[config.mk]
export PLATFORM = sky130hd
export DESIGN_NAME = pc_btb_predict
export DESIGN_NICKNAME = d
export VERILOG_FILES = /design/src/rtl/pc_btb_predict_pkg.sv /design/src/rtl/pc_btb_predict_btb_table.sv /design/src/rtl/pc_btb_predict.sv
export SDC_FILE = /design/constraint.sdc
export NUM_CORES = 1
export LEC_CHECK = 0
export ABC_AREA = 1
export CORE_MARGIN = 4
export CORE_UTILIZATION = 34
export DETAILED_ROUTE_END_ITERATION = 16
export GPL_ROUTABILITY_DRIVEN = 0
export PLACE_DENSITY = 0.59
export SYNTH_ARGS = -nofsm -noshare
export SYNTH_HDL_FRONTEND = slang
export SYNTH_SLANG_ARGS = --single-unit
[constraint.sdc]
create_clock -name clk -period 5.4 [get_ports clk]
set_clock_uncertainty 0.05 [all_clocks]
set_input_delay 0.54 -clock clk [delete_from_list [all_inputs] [get_ports clk]]
set_output_delay 0.54 -clock clk [all_outputs]
set_load 0.1 [all_outputs]
[src/rtl/pc_btb_predict_pkg.sv]
// Shared constants and predictor helpers for the BTB-predicting fetch unit.
// Counters are 2-bit saturating: MSB set means predict taken.
package pc_btb_predict_pkg;

    localparam int WORD_WIDTH = 32;
    localparam logic [WORD_WIDTH-1:0] NOP_INST = '0;

    typedef enum logic [1:0] {
        CTR_SNT = 2'b00,
        CTR_WNT = 2'b01,
        CTR_WT  = 2'b10,
        CTR_ST  = 2'b11
    } ctr_t;

    function automatic ctr_t ctr_next(input ctr_t c, input logic taken);
        unique case (1'b1)
            (taken && c != CTR_ST):   ctr_next = ctr_t'(c + 2'd1);
            (!taken && c != CTR_SNT): ctr_next = ctr_t'(c - 2'd1);
            default:                  ctr_next = c;
        endcase
    endfunction

endpackage

[src/rtl/pc_btb_predict_btb_table.sv]
// Direct-mapped branch target buffer: combinational lookup port and
// a synchronous read-modify-write update port.
module btb_table
    import pc_btb_predict_pkg::*;
#(
    parameter int ENTRIES = 16,
    parameter int W       = WORD_WIDTH
) (
    input  logic         clk,
    input  logic         rst,
    input  logic [W-1:0] lk_pc,
    output logic         lk_taken,
    output logic [W-1:0] lk_target,
    input  logic         upd_en,
    input  logic [W-1:0] upd_pc,
    input  logic         upd_taken,
    input  logic [W-1:0] upd_target
);

    localparam int IW = $clog2(ENTRIES);
    localparam int TW = W - IW - 2;

    logic [ENTRIES-1:0] valid;
    logic [TW-1:0]      tag_q    [ENTRIES];
    logic [W-1:0]       target_q [ENTRIES];
    ctr_t               ctr_q    [ENTRIES];

    logic [IW-1:0] lidx;
    logic [IW-1:0] uidx;
    logic [TW-1:0] ltag;
    logic [TW-1:0] utag;
    logic          lhit;
    logic          uhit;
    logic          unused_lsbs;

    assign lidx = lk_pc[IW+1:2];
    assign ltag = lk_pc[W-1:IW+2];
    assign uidx = upd_pc[IW+1:2];
    assign utag = upd_pc[W-1:IW+2];

    assign unused_lsbs = ^{lk_pc[1:0], upd_pc[1:0]};

    assign lhit      = valid[lidx] && (tag_q[lidx] == ltag);
    assign uhit      = valid[uidx] && (tag_q[uidx] == utag);
    assign lk_taken  = lhit && ctr_q[lidx][1];
    assign lk_target = target_q[lidx];

    always_ff @(posedge clk or posedge rst) begin
        if (rst) begin
            valid <= '0;
        end else if (upd_en && upd_taken) begin
            valid[uidx] <= 1'b1;
        end
    end

    // Payload is only meaningful behind a valid bit, so it needs no reset.
    always_ff @(posedge clk) begin
        if (upd_en) begin
            if (uhit) begin
                ctr_q[uidx] <= ctr_next(ctr_q[uidx], upd_taken);
                if (upd_taken) begin
                    target_q[uidx] <= upd_target;
                end
            end else if (upd_taken) begin
                tag_q[uidx]    <= utag;
                target_q[uidx] <= upd_target;
                ctr_q[uidx]    <= CTR_WT;
            end
        end
    end

endmodule

[src/rtl/pc_btb_predict.sv]
// Fetch-stage PC unit: BTB-driven next-pc selection and the IF-ID register.
// Priority per edge is reset, then flush, then stall, then normal advance.
module pc_btb_predict
    import pc_btb_predict_pkg::*;
#(
    parameter int           W        = WORD_WIDTH,
    parameter int           ENTRIES  = 16,
    parameter logic [W-1:0] RESET_PC = '0
) (
    input  logic         clk,
    input  logic         rst,
    input  logic         stall,
    input  logic         flush,
    input  logic [W-1:0] flush_addr,
    output logic [W-1:0] pc,
    input  logic [W-1:0] read_inst,
    output logic [W-1:0] inst,
    output logic [W-1:0] id_pc,
    output logic         id_pred_taken,
    output logic [W-1:0] id_pred_target,
    input  logic         upd_en,
    input  logic [W-1:0] upd_pc,
    input  logic         upd_taken,
    input  logic [W-1:0] upd_target
);

    logic         pred_taken;
    logic [W-1:0] btb_target;
    logic [W-1:0] next_pc;

    btb_table #(
        .ENTRIES (ENTRIES),
        .W       (W)
    ) u_btb (
        .clk        (clk),
        .rst        (rst),
        .lk_pc      (pc),
        .lk_taken   (pred_taken),
        .lk_target  (btb_target),
        .upd_en     (upd_en),
        .upd_pc     (upd_pc),
        .upd_taken  (upd_taken),
        .upd_target (upd_target)
    );

    assign next_pc = pred_taken ? btb_target : pc + W'(4);

    always_ff @(posedge clk or posedge rst) begin
        if (rst) begin
            pc             <= RESET_PC;
            inst           <= W'(NOP_INST);
            id_pc          <= '0;
            id_pred_taken  <= 1'b0;
            id_pred_target <= '0;
        end else if (flush) begin
            pc            <= flush_addr;
            inst          <= W'(NOP_INST);
            id_pc         <= '0;
            id_pred_taken <= 1'b0;
        end else if (!stall) begin
            pc             <= next_pc;
            inst           <= read_inst;
            id_pc          <= pc;
            id_pred_taken  <= pred_taken;
            id_pred_target <= next_pc;
        end
    end

endmodule

==> summary.txt <==
Final hold vios: 0
Post-Synth Adder-Cell Area: 0.0247%
Syn_nets: 5346
EDFF count, synth: 960
Tmin final: 4530 ps
Layout Utilization: 40.2%
Class of the most critical setup path: flip-flop to flip-flop
Overall Global Routing Usage: 21.4%
Number of port buffers: 260
Slew of the pin with the lowest slew margin: 1130 ps
WP data arrival: 5140 ps
Effective utilization at floorplan: 34.3%
Vias/cell: 5.30
Nets: 5536
Wirelength, routed: 173000 um
Clock Power Share: 36.6%
Largest family of logic cells by synthesized area: simple AND/OR/NAND/NOR gates
XOR/XNOR share of the synthesized area: 0.484%
Layout area overhead: 17.2%
CTS tree: yes
Mapped cell area: 50600 um^2
Fin. max-slew vios: 0
Slowest stage cell on the critical path: dfrtp_1
DRT antenna net count: 0
Sw Share: 30.2%
Post-Synth Simple-Gate Area: 19.6%
Die Wd: 394 um
Initial antenna violation count: 29
Cell taking the most area after synthesis: edfxtp_1
Max_cap viols: 0
Metal3 WL: 15700 um
PwrDens: 355 nW/um^2
Post-CTS Setup Inserts: 0
Fmax: 0.221 GHz
P_sw: 0.00638 W
Via Count: 39.4k
Gate power share: 17.5%
Placed cell areas: 55700 um^2
CP required: 6010 ps
Root buf cell: clkbuf_16
Synth unique cells: 44
Setup TNS Final: 0 ps
CP max stage delay: 810 ps
Core Box Area: 148000 um^2
Post-CTS sizing: 0
Synth area leaders: edfxtp_1 (57%), nand2_1 (10%), dfrtp_1 (7.2%)
Final setup violation count: 0
Post-synthesis async set-or-reset flop share: 13.1%
RSZ-0062 raised after global routing: false
Startpoint type of the worst setup path: flip-flop
Row cnt: 141
Crit end category: flip-flop
Mux cell area share after synthesis: 0%
R2r worst-path depth: 17
Slew margin rel.: 24.5%
Peak supply drop: 0.000261 V
Hold buffer count at CTS: 0
FF+latch count, synth: 1105
Layout cells sized above 1: 6.80%
Routed WL per cell: 23.2 um
Met2 wire length: 79300 um
Clock slew at reported path FFs: 70 ps
Most common cell in the netlist: nand2_1
Vias in the first global route: 36.7k
H-tree levels: 3
Share of power burned in registers: 45.9%
Final instance area: 59400 um^2
IO Count: 263
Chip Height: 394 um
Commonest cells post-synth: nand2_1 (1366), edfxtp_1 (960), nor2_1 (664)
Cell family with most CP delay: simple AND/OR/NAND/NOR gates
Top-area cell type share of the netlist area: 56.9%
Full die area: 155000 um^2
Clk_lat worst skew: 750 ps
YS warnings: 0
Hold Path Class: input pin to asynchronous set/reset pin
Clock sink count: 1105
Top_reg_cell synth: edfxtp_1
Dpl hpwl: 103000 um
Largest net degree at the start of global routing: 214
CP max FO: 27
Iter 0 DRT Violations: 4671
CTS Buf Count: 114
Layout fillers: 14.2k
LEAKAGE: 23.1 nW
Post-synthesis compound-gate area fraction: 9.29%
Worst path depth: 17
Critical path buffer and inverter count: 4
Top sig layer: met5
Critical Path, Cell by Cell: nand2_1, inv_2, nand2_1, nand2_1, inv_1, nand3_1, nand2_1, inv_1, nand2_1, nor2_1, nand2_1, nor2_2, buf_4, nand2_1, nand2_1, nand3_1, nand2_1
Final period util: 83.8%
Met1 WL: 70600 um
Outcome: complete, no violations
Worst-case clock buffer depth: 3
Global route overflow: 0
Cell-internal power: 0.0147 W
DRC Markers: 0
Post-synthesis sequential area ratio: 64.1%
Most used cell, CP: nand2_1
First-pass GRT wire length: 249000 um
Synth Instances: 5211
TritonRoute pass-1 iters: 6
Synthesized area per cell: 9.72 um^2
## final timing paths
kind	to	slack [ps]	from
worst max-delay path	pc[30]	870	pc[5]
worst min-delay path	inst[20]	240	rst
worst max register to register	pc[30]	870	pc[5]
worst min register to register	u_btb.valid[7]	440	u_btb.valid[7]
max in group asynchronous	u_btb.valid[13]	4050	rst
min in group clk	inst[15]	280	read_inst[15]
## routing by layer
layer	vias up	GRT usage (%)
met3	328	3.80
met2	1854	34.0
li1	18000	-
met4	8	8.33
met5	-	0
met1	19300	29.3
## final cells by class
| class | instances | area (um^2) | share of cell area (%) |
|---|---|---|---|
| Inverter | 454 | 1730 | 2.92 |
| Sequential cell | 1105 | 32500 | 54.7 |
| Timing Repair Buffer | 378 | 3940 | 6.64 |
| Clock inverter | 56 | 472 | 0.794 |
| Multi-Input combinational cell | 3348 | 15200 | 25.6 |
| Tap cell | 1930 | 2410 | 4.07 |
| Clock buffer | 156 | 3130 | 5.28 |
| Antenna cell | 11 | 27.5 | 0.0464 |
## layout by cell type, fill, tap and decap left out, types with 32 or more instances in the layout
cell type	instances
clkbuf_1	32
dfrtp_1	142
nor2_4	39
a21oi_1	60
nand3_1	361
inv_1	438
buf_4	84
nor2_1	624
clkbuf_16	116
clkdlybuf4s50_1	254
nand2_1	1365
o21ai_0	544
edfxtp_1	960
buf_12	38
o22ai_1	100
## power by group through the flow
stage / registers [W] / clock network, W / logic (W)
global placement: 0.00984 / 0 / 0.00363
floorplan: 0.0104 / 0 / 0.00167
CTS: 0.00967 / 0.00783 / 0.00367
finish: 0.00968 / 0.00772 / 0.00369
global route: 0.00969 / 0.00819 / 0.00394
detailed placement: 0.00984 / 0 / 0.00366
## state kept, by name, summed over array words and instances (netlist names)
signal,count
id_pc,32
id_pred_taken,1
id_pred_target,32
inst,32
pc,32
u_btb.ctr_q,32
u_btb.tag_q,416
u_btb.target_q,512
u_btb.valid,16
## metrics by stage
stage	power, W	hold slack [ps]	setup slack (ps)	std cells
after global placement	0.0135	413	748	7215
after CTS	0.0212	214	966	7427
after detailed placement	0.0135	417	747	7215
final	0.0211	242	872	7438
after floorplan	0.0121	400	915	5211
after global routing	0.0218	259	752	7431
## logic make-up after synthesis
| family | Yosys count |
|---|---|
| AOI/OAI and AO/OA | 850 |
| and+or+nand+nor | 2469 |
| adders and majority gates | 1 |
| xor gates and xnor gates | 28 |
| buffers and inverters | 758 |
| DFF | 1105 |
Power figures use the tool's default switching activity.
